--- src/rtl/tawas_au_seq_pkg.sv ---
// tawas_au_seq_pkg
// Shared AU op-field definitions (tawas_au_defs) for the AU and its
// load-constant sequencer: op prefixes, field widths, step codes and
// helpers that assemble the 15-bit LD / ADDI / SHL encodings.
// Field layout:
//   LD   = {2'b11, imm9, 1'b0, reg}
//   ADDI = {3'b011, imm8, 1'b0, reg}
//   SHL  = {3'b010, 3'd4, shamt5, 1'b0, reg}
package tawas_au_seq_pkg;

  localparam int OP_W   = 15;
  localparam int REM_W  = 23;
  localparam int STEP_W = 4;
  localparam int NSLICE = 4;

  localparam logic [1:0] LD_PFX   = 2'b11;
  localparam logic [2:0] ADDI_PFX = 3'b011;
  localparam logic [2:0] SHL_PFX  = 3'b010;
  localparam logic [2:0] SHL_SUB  = 3'd4;

  // First step of a long-form constant; counts down to 1, 0 means idle.
  localparam logic [STEP_W-1:0] STEP_LONG = 4'd8;

  typedef logic [OP_W-1:0] au_op_t;

  typedef enum logic [1:0] {
    KIND_NONE,
    KIND_SHL,
    KIND_ADDI
  } step_kind_e;

  function automatic au_op_t mkLd(input logic [8:0] imm9, input logic [2:0] rd);
    return {LD_PFX, imm9, 1'b0, rd};
  endfunction

  function automatic au_op_t mkAddi(input logic [7:0] imm8, input logic [2:0] rd);
    return {ADDI_PFX, imm8, 1'b0, rd};
  endfunction

  function automatic au_op_t mkShl(input logic [4:0] shamt, input logic [2:0] rd);
    return {SHL_PFX, SHL_SUB, shamt, 1'b0, rd};
  endfunction

  // A constant fits a single LD when bits 31:8 are a sign extension of bit 8.
  function automatic logic isShortLdc(input logic [31:0] val);
    return val[31:8] == {24{val[8]}};
  endfunction

endpackage

--- src/rtl/tawas_au_seq_if.sv ---
// tawas_au_seq_if
// Issue-slot bus between the thread scheduler (master) and the AU
// load-constant sequencer (slave).
//   slice              current issue slot, rotates 0..3
//   in_op_vld/in_op    normal AU op offered by the slot
//   ldc_vld/reg/val    load-constant macro request
//   flush_vld/slice    abort a slice's running sequence
//   au_op_vld/au_op    op sent to the AU for the current slot
//   slice_stall        offered op not consumed, replay next slot
//   seq_busy           per-slice sequence active
interface tawas_au_seq_if;
  import tawas_au_seq_pkg::*;

  logic [1:0]        slice;
  logic              in_op_vld;
  au_op_t            in_op;
  logic              ldc_vld;
  logic [2:0]        ldc_reg;
  logic [31:0]       ldc_val;
  logic              flush_vld;
  logic [1:0]        flush_slice;
  logic              au_op_vld;
  au_op_t            au_op;
  logic              slice_stall;
  logic [NSLICE-1:0] seq_busy;

  modport master (
    output slice, in_op_vld, in_op, ldc_vld, ldc_reg, ldc_val,
           flush_vld, flush_slice,
    input  au_op_vld, au_op, slice_stall, seq_busy
  );

  modport slave (
    input  slice, in_op_vld, in_op, ldc_vld, ldc_reg, ldc_val,
           flush_vld, flush_slice,
    output au_op_vld, au_op, slice_stall, seq_busy
  );

endinterface

--- src/rtl/tawas_au_seq_ldc_step.sv ---
// tawas_ldc_step
// Purely combinational: maps a long-form step number, the target
// register and the remaining 23 value bits to the AU op for that step.
// Even steps shift the partial result left, odd steps add in the next
// chunk of value bits, so after step 1 the register holds the constant.
//   i_step  step counter (8..1 active, others give op 0)
//   i_reg   destination register
//   i_val   remaining value bits v[22:0]
//   o_op    15-bit AU op
module tawas_ldc_step
  import tawas_au_seq_pkg::*;
(
  input  logic [STEP_W-1:0] i_step,
  input  logic [2:0]        i_reg,
  input  logic [REM_W-1:0]  i_val,
  output au_op_t            o_op
);

  step_kind_e w_kind;
  logic [4:0] w_shamt;
  logic [7:0] w_imm;

  // Decode the step into an op kind plus its shift amount or immediate.
  always_comb begin
    w_kind  = KIND_NONE;
    w_shamt = '0;
    w_imm   = '0;
    case (i_step)
      4'd8, 4'd6, 4'd4: begin w_kind = KIND_SHL;  w_shamt = 5'd7; end
      4'd2:             begin w_kind = KIND_SHL;  w_shamt = 5'd2; end
      4'd7:             begin w_kind = KIND_ADDI; w_imm = {1'b0, i_val[22:16]}; end
      4'd5:             begin w_kind = KIND_ADDI; w_imm = {1'b0, i_val[15:9]}; end
      4'd3:             begin w_kind = KIND_ADDI; w_imm = {1'b0, i_val[8:2]}; end
      4'd1:             begin w_kind = KIND_ADDI; w_imm = {6'b0, i_val[1:0]}; end
      default:          ;
    endcase
  end

  // Assemble the encoding for the decoded kind.
  always_comb begin
    case (w_kind)
      KIND_SHL:  o_op = mkShl(w_shamt, i_reg);
      KIND_ADDI: o_op = mkAddi(w_imm, i_reg);
      default:   o_op = '0;
    endcase
  end

endmodule

--- src/rtl/tawas_au_seq.sv ---
// tawas_au_seq
// Expands load-constant macros into AU ops. A constant that fits a
// sign-extended 9-bit immediate becomes one LD; anything else becomes
// LD of the top 9 bits followed by 8 shift/add steps issued in the
// same slice's later slots. While a slice is sequencing its offered
// op is stalled so the scheduler replays it.
//   clk, rst  clock and asynchronous active-high reset
//   bus       slave side of tawas_au_seq_if
module tawas_au_seq
  import tawas_au_seq_pkg::*;
(
  input  logic           clk,
  input  logic           rst,
  tawas_au_seq_if.slave  bus
);

  logic [STEP_W-1:0] r_step [NSLICE];
  logic [2:0]        r_reg  [NSLICE];
  logic [REM_W-1:0]  r_val  [NSLICE];

  logic   w_busy;
  logic   w_short;
  logic   w_flushHere;
  au_op_t w_stepOp;

  assign w_busy      = r_step[bus.slice] != '0;
  assign w_short     = isShortLdc(bus.ldc_val);
  assign w_flushHere = bus.flush_vld && (bus.flush_slice == bus.slice);

  tawas_ldc_step u_step (
    .i_step (r_step[bus.slice]),
    .i_reg  (r_reg[bus.slice]),
    .i_val  (r_val[bus.slice]),
    .o_op   (w_stepOp)
  );

  // Slot output mux. During reset only the normal op passes; a pending
  // ldc is stalled so it gets replayed once the block is out of reset.
  // A flush aimed at the busy current slot suppresses its step op.
  always_comb begin
    bus.au_op       = bus.in_op;
    bus.au_op_vld   = bus.in_op_vld;
    bus.slice_stall = 1'b0;
    if (rst) begin
      bus.slice_stall = bus.ldc_vld;
    end else if (w_busy) begin
      bus.au_op       = w_stepOp;
      bus.au_op_vld   = !w_flushHere;
      bus.slice_stall = 1'b1;
    end else if (bus.ldc_vld) begin
      bus.au_op       = mkLd(w_short ? bus.ldc_val[8:0] : bus.ldc_val[31:23], bus.ldc_reg);
      bus.au_op_vld   = 1'b1;
      bus.slice_stall = !w_short || bus.in_op_vld;
    end
  end

  always_comb begin
    for (int s = 0; s < NSLICE; s++) begin
      bus.seq_busy[s] = r_step[s] != '0;
    end
  end

  // Per-slice sequencing state. A slice only advances in its own slot;
  // a flush may clear any busy slice, and wins over the slot update.
  always_ff @(posedge clk or posedge rst) begin
    if (rst) begin
      for (int s = 0; s < NSLICE; s++) begin
        r_step[s] <= '0;
        r_reg[s]  <= '0;
        r_val[s]  <= '0;
      end
    end else begin
      for (int s = 0; s < NSLICE; s++) begin
        if (2'(s) == bus.slice) begin
          if (r_step[s] != '0) begin
            r_step[s] <= r_step[s] - 1'b1;
          end else if (bus.ldc_vld && !w_short) begin
            r_step[s] <= STEP_LONG;
            r_reg[s]  <= bus.ldc_reg;
            r_val[s]  <= bus.ldc_val[REM_W-1:0];
          end
        end
        if (bus.flush_vld && (bus.flush_slice == 2'(s)) && (r_step[s] != '0)) begin
          r_step[s] <= '0;
        end
      end
    end
  end

endmodule
--- src/flat_wrapper.sv ---
// flat-port wrapper written by rule: the top's interface ports become plain ports
module tawas_au_seq_flat import tawas_au_seq_pkg::*;
  (clk, rst, bus_slice, bus_in_op_vld, bus_in_op, bus_ldc_vld, bus_ldc_reg, bus_ldc_val, bus_flush_vld, bus_flush_slice, bus_au_op_vld, bus_au_op, bus_slice_stall, bus_seq_busy);
  tawas_au_seq_if bus_i ();
  input  logic clk;
  input  logic rst;
  input wire logic [$bits(bus_i.slice)-1:0] bus_slice;
  input wire logic [$bits(bus_i.in_op_vld)-1:0] bus_in_op_vld;
  input wire logic [$bits(bus_i.in_op)-1:0] bus_in_op;
  input wire logic [$bits(bus_i.ldc_vld)-1:0] bus_ldc_vld;
  input wire logic [$bits(bus_i.ldc_reg)-1:0] bus_ldc_reg;
  input wire logic [$bits(bus_i.ldc_val)-1:0] bus_ldc_val;
  input wire logic [$bits(bus_i.flush_vld)-1:0] bus_flush_vld;
  input wire logic [$bits(bus_i.flush_slice)-1:0] bus_flush_slice;
  output wire logic [$bits(bus_i.au_op_vld)-1:0] bus_au_op_vld;
  output wire logic [$bits(bus_i.au_op)-1:0] bus_au_op;
  output wire logic [$bits(bus_i.slice_stall)-1:0] bus_slice_stall;
  output wire logic [$bits(bus_i.seq_busy)-1:0] bus_seq_busy;
  assign bus_i.slice = bus_slice;
  assign bus_i.in_op_vld = bus_in_op_vld;
  assign bus_i.in_op = bus_in_op;
  assign bus_i.ldc_vld = bus_ldc_vld;
  assign bus_i.ldc_reg = bus_ldc_reg;
  assign bus_i.ldc_val = bus_ldc_val;
  assign bus_i.flush_vld = bus_flush_vld;
  assign bus_i.flush_slice = bus_flush_slice;
  assign bus_au_op_vld = bus_i.au_op_vld;
  assign bus_au_op = bus_i.au_op;
  assign bus_slice_stall = bus_i.slice_stall;
  assign bus_seq_busy = bus_i.seq_busy;
  tawas_au_seq u_core (.clk(clk), .rst(rst), .bus(bus_i));
endmodule
--- config.mk ---
export PLATFORM = sky130hd
export DESIGN_NAME = tawas_au_seq_flat
export DESIGN_NICKNAME = d
export VERILOG_FILES = /design/src/rtl/tawas_au_seq_pkg.sv /design/src/rtl/tawas_au_seq_if.sv /design/src/rtl/tawas_au_seq_ldc_step.sv /design/src/rtl/tawas_au_seq.sv /design/src/flat_wrapper.sv
export SDC_FILE = /design/constraint.sdc
export NUM_CORES = 1
export LEC_CHECK = 0
export ABC_AREA = 1
export BUFFER_PORTS_ARGS = -buffer_cell sky130_fd_sc_hd__buf_2
export CORE_MARGIN = 2
export CORE_UTILIZATION = 35
export CTS_CLUSTER_SIZE = 28
export DETAILED_ROUTE_END_ITERATION = 12
export HOLD_SLACK_MARGIN = 0.12
export SYNTH_ARGS = -nofsm -noshare
export SYNTH_HDL_FRONTEND = slang
export SYNTH_SLANG_ARGS = --single-unit
--- constraint.sdc ---
create_clock -name clk -period 12.7 [get_ports clk]
set_input_delay 1.27 -clock clk [delete_from_list [all_inputs] [get_ports clk]]
set_output_delay 1.27 -clock clk [all_outputs]
set_load 0.02 [all_outputs]
==> impl_metrics.toml <==
[status]
status = "finished, final reports clean"

[clock_tree]
cts_tree = "yes"
cts-root-buf = "clkbuf_16"
worstSkewPairLatency_ps = 430
ctsResizeCount = 0
post_cts_buffers = 0
clock_sinks = 120
clkSlewWorstSetupHoldPaths_ps = 50
cts.htree.levels = 4
cts_buffer_depth = 2
cts_hold_buf = 0
cts_buffers = 17

[final_layout]
final_cell_area_mm2 = 0.007709
fill_cells = 1949
largest_reg_flops = 92
final_nets = 1014
drive_gt1_share_pct = 15.13
area_growth_pct = 16.05
antenna_cells = 0

[routing]
drcViolationCount = 0
wl_per_cell_um = 15.77
dr.pass1.iters = 5
drt_iter0_drc = 559
wirelength_um = 18910
viasPerCell = 5.069
ant_nets = 0
vias = 6078

[yosys]
synth_most_common_cell = "nand2_1"
synth_fp_nets = 947
synth_seq_cells = 120
synthesis.area_mm2 = 0.006643
yosysSeqAreaShare_pct = 45.21
synthCells = 885
synth.distinct_cells = 39
synth_top_area_share_pct = 45.21
synth_top_flop_cell = "dfrtp_1"
yosysWarnings = 0
async_flop_share_pct = 100.0
synth_enable_flop_cells = 0
synth.area.top_cells = "dfrtp_1, nand2_1, o21ai_0, inv_1, nand3_1"
syn_area_per_cell_um2 = 7.506
synth_largest_area_cell = "dfrtp_1"
netlist_top_cells_count = "nand2_1, o21ai_0, dfrtp_1"

[pwr]
power_leakage_uw = 0.003924
power_density_mw_per_mm2 = 224.7
vdd_drop_max_mv = 0.1107

[worst_hold_path]
min_path_type = "reg -> reg"
whs_path_depth = 2

[placement]
place_area_mm2 = 0.007134
dp_hpwl_um = 12610
port-buffer-count = 79
gp_congestion = 0.8276

[timing]
final.setup.tns_ps = 0
fin_hold_ws_ps = 483.4
period_needed_ps = 5285
rsz0062_at_grt = "false"
setup_viol = 0
finalCritPeriodShare_pct = 41.62
fmax_ghz = 0.1892
fin_skew_ps = 13.85
worst_slew_pin_slew_ps = 1044
hold_violations = 0
slew_headroom_pct = 30.32
maxSlewViolCount = 0

[worst_setup_path]
required_ps = 11430
crit_path_cell_trace = "buf_2 > nor2_2 > buf_4 > nand2_1 > nand2_1 > nor2_1 > nor2_1 > nand2_1 > nand3_1 > inv_1 > ha_1 > inv_1 > nand2_1 > nor2_1 > nand2_1 > nand2_1 > nand2_1 > nand2_1 > buf_2"
setup.worst_path.class = "in -> out"
crit_path_start_kind = "input port"
cp_common_cell = "nand2_1"
worst_path_max_delay_cell = "buf_4"
critical_path.max_fanout = 27
max_stage_delay_ps = 330
reg2reg_depth = 7
setup.worst_path.end_class = "output pin"
crit_arrival_ps = 4020

[global_route]
grt_pass1_wl_um = 30410
antenna_found_initial = 0
grt_start_max_net_pins = 75
grt.total_usage_pct = 19.40
grt_pass1_vias = 5669
overflow = 0

[floorplanning]
rows = 50
die_width_um = 141.8
die_area_mm2 = 0.02010
top_level_ports = 80
die_y_um = 141.8
placeableCoreArea_mm2 = 0.01864
start_util_pct = 35.63

[flow_run]
maxCapViolCount = 0
report_power, final:
| part | leakage (µW) | internal [µW] | total, µW | switching, µW |
|---|---|---|---|---|
| logic | 0.00215 | 205 | 575 | 370 |
| registers | 0.00151 | 565 | 684 | 120 |
| clock network | 0.000270 | 281 | 473 | 191 |
critical path: cells and delay by family:
kind                     cells  cell delay (ps)
buffers and inverters        5              870
adder cells (fa/ha/maj)      1              270
AND/OR/NAND/NOR             13             1600
kinds of logic after synthesis:
kind of cell               after synthesis  share of synthesized area (%)
DFF                                    120                          45.21
and+or+nand+nor                        472                          30.99
buffers and inverters                  108                          7.497
AOI/OAI and AO/OA                      182                          15.75
adders and majority gates                3                         0.5651
layer usage:
layer	up-vias	part of all wire (%)	track usage, %
li1	3047	-	-
met1	2863	47	26.53
met2	138	47	30.76
met3	30	3.6	3.982
met4	0	2.3	6.632
met5	-	0	0
worst paths after layout:
check                                        end  slack, ps              start
worst max-delay path                bus_au_op[7]       7410       bus_slice[0]
worst min-delay path            u_core.r_val[32]        480   u_core.r_val[32]
worst max register to register  u_core.r_val[71]      10080  u_core.r_step[12]
worst min register to register  u_core.r_val[32]        480   u_core.r_val[32]
max in group asynchronous       u_core.r_val[85]      10230                rst
min in group asynchronous        u_core.r_val[3]       1140                rst
through the flow:
step	power, µW	instances	utilization (%)	setup WS [ps]
detailed placement	1259	1167	38.27	7452
finish	1732	1199	41.35	7415
global route	1867	1199	41.35	7070
global placement	1247	1167	38.27	7509
CTS	1737	1199	41.35	7436
floorplan	1101	885	-	5070
cells in the final DEF (no fill, tap or decap), drive strengths merged:
cell / Yosys / routed
a21boi: 2 / 2
a21oi: 11 / 11
a22o: 18 / 18
a22oi: 3 / 3
a31oi: 2 / 2
a41oi: 2 / 2
and3: 1 / 1
buf: 27 / 81
bufinv: 0 / 1
clkbuf: 6 / 20
clkinv: 0 / 4
clkinvlp: 0 / 4
dfrtp: 120 / 120
ha: 3 / 3
inv: 75 / 78
nand2: 333 / 333
nand3: 49 / 49
nand4: 21 / 21
nor2: 57 / 57
nor3: 9 / 9
nor4: 2 / 2
o2111ai: 2 / 2
o211ai: 4 / 4
o21ai: 134 / 134
o22ai: 4 / 4
cell type report:
cell class,instances,area (µm²),area share (%)
Tap cell,234,292.8,3.798
Clock buffer,20,456.7,5.924
Sequential cell,120,3003,38.95
Timing Repair Buffer,81,410.4,5.324
Inverter,75,286.5,3.717
Multi-Input combinational cell,657,3142,40.76
Clock inverter,12,117.6,1.526
No activity file was read; power rests on OpenSTA's default activity.
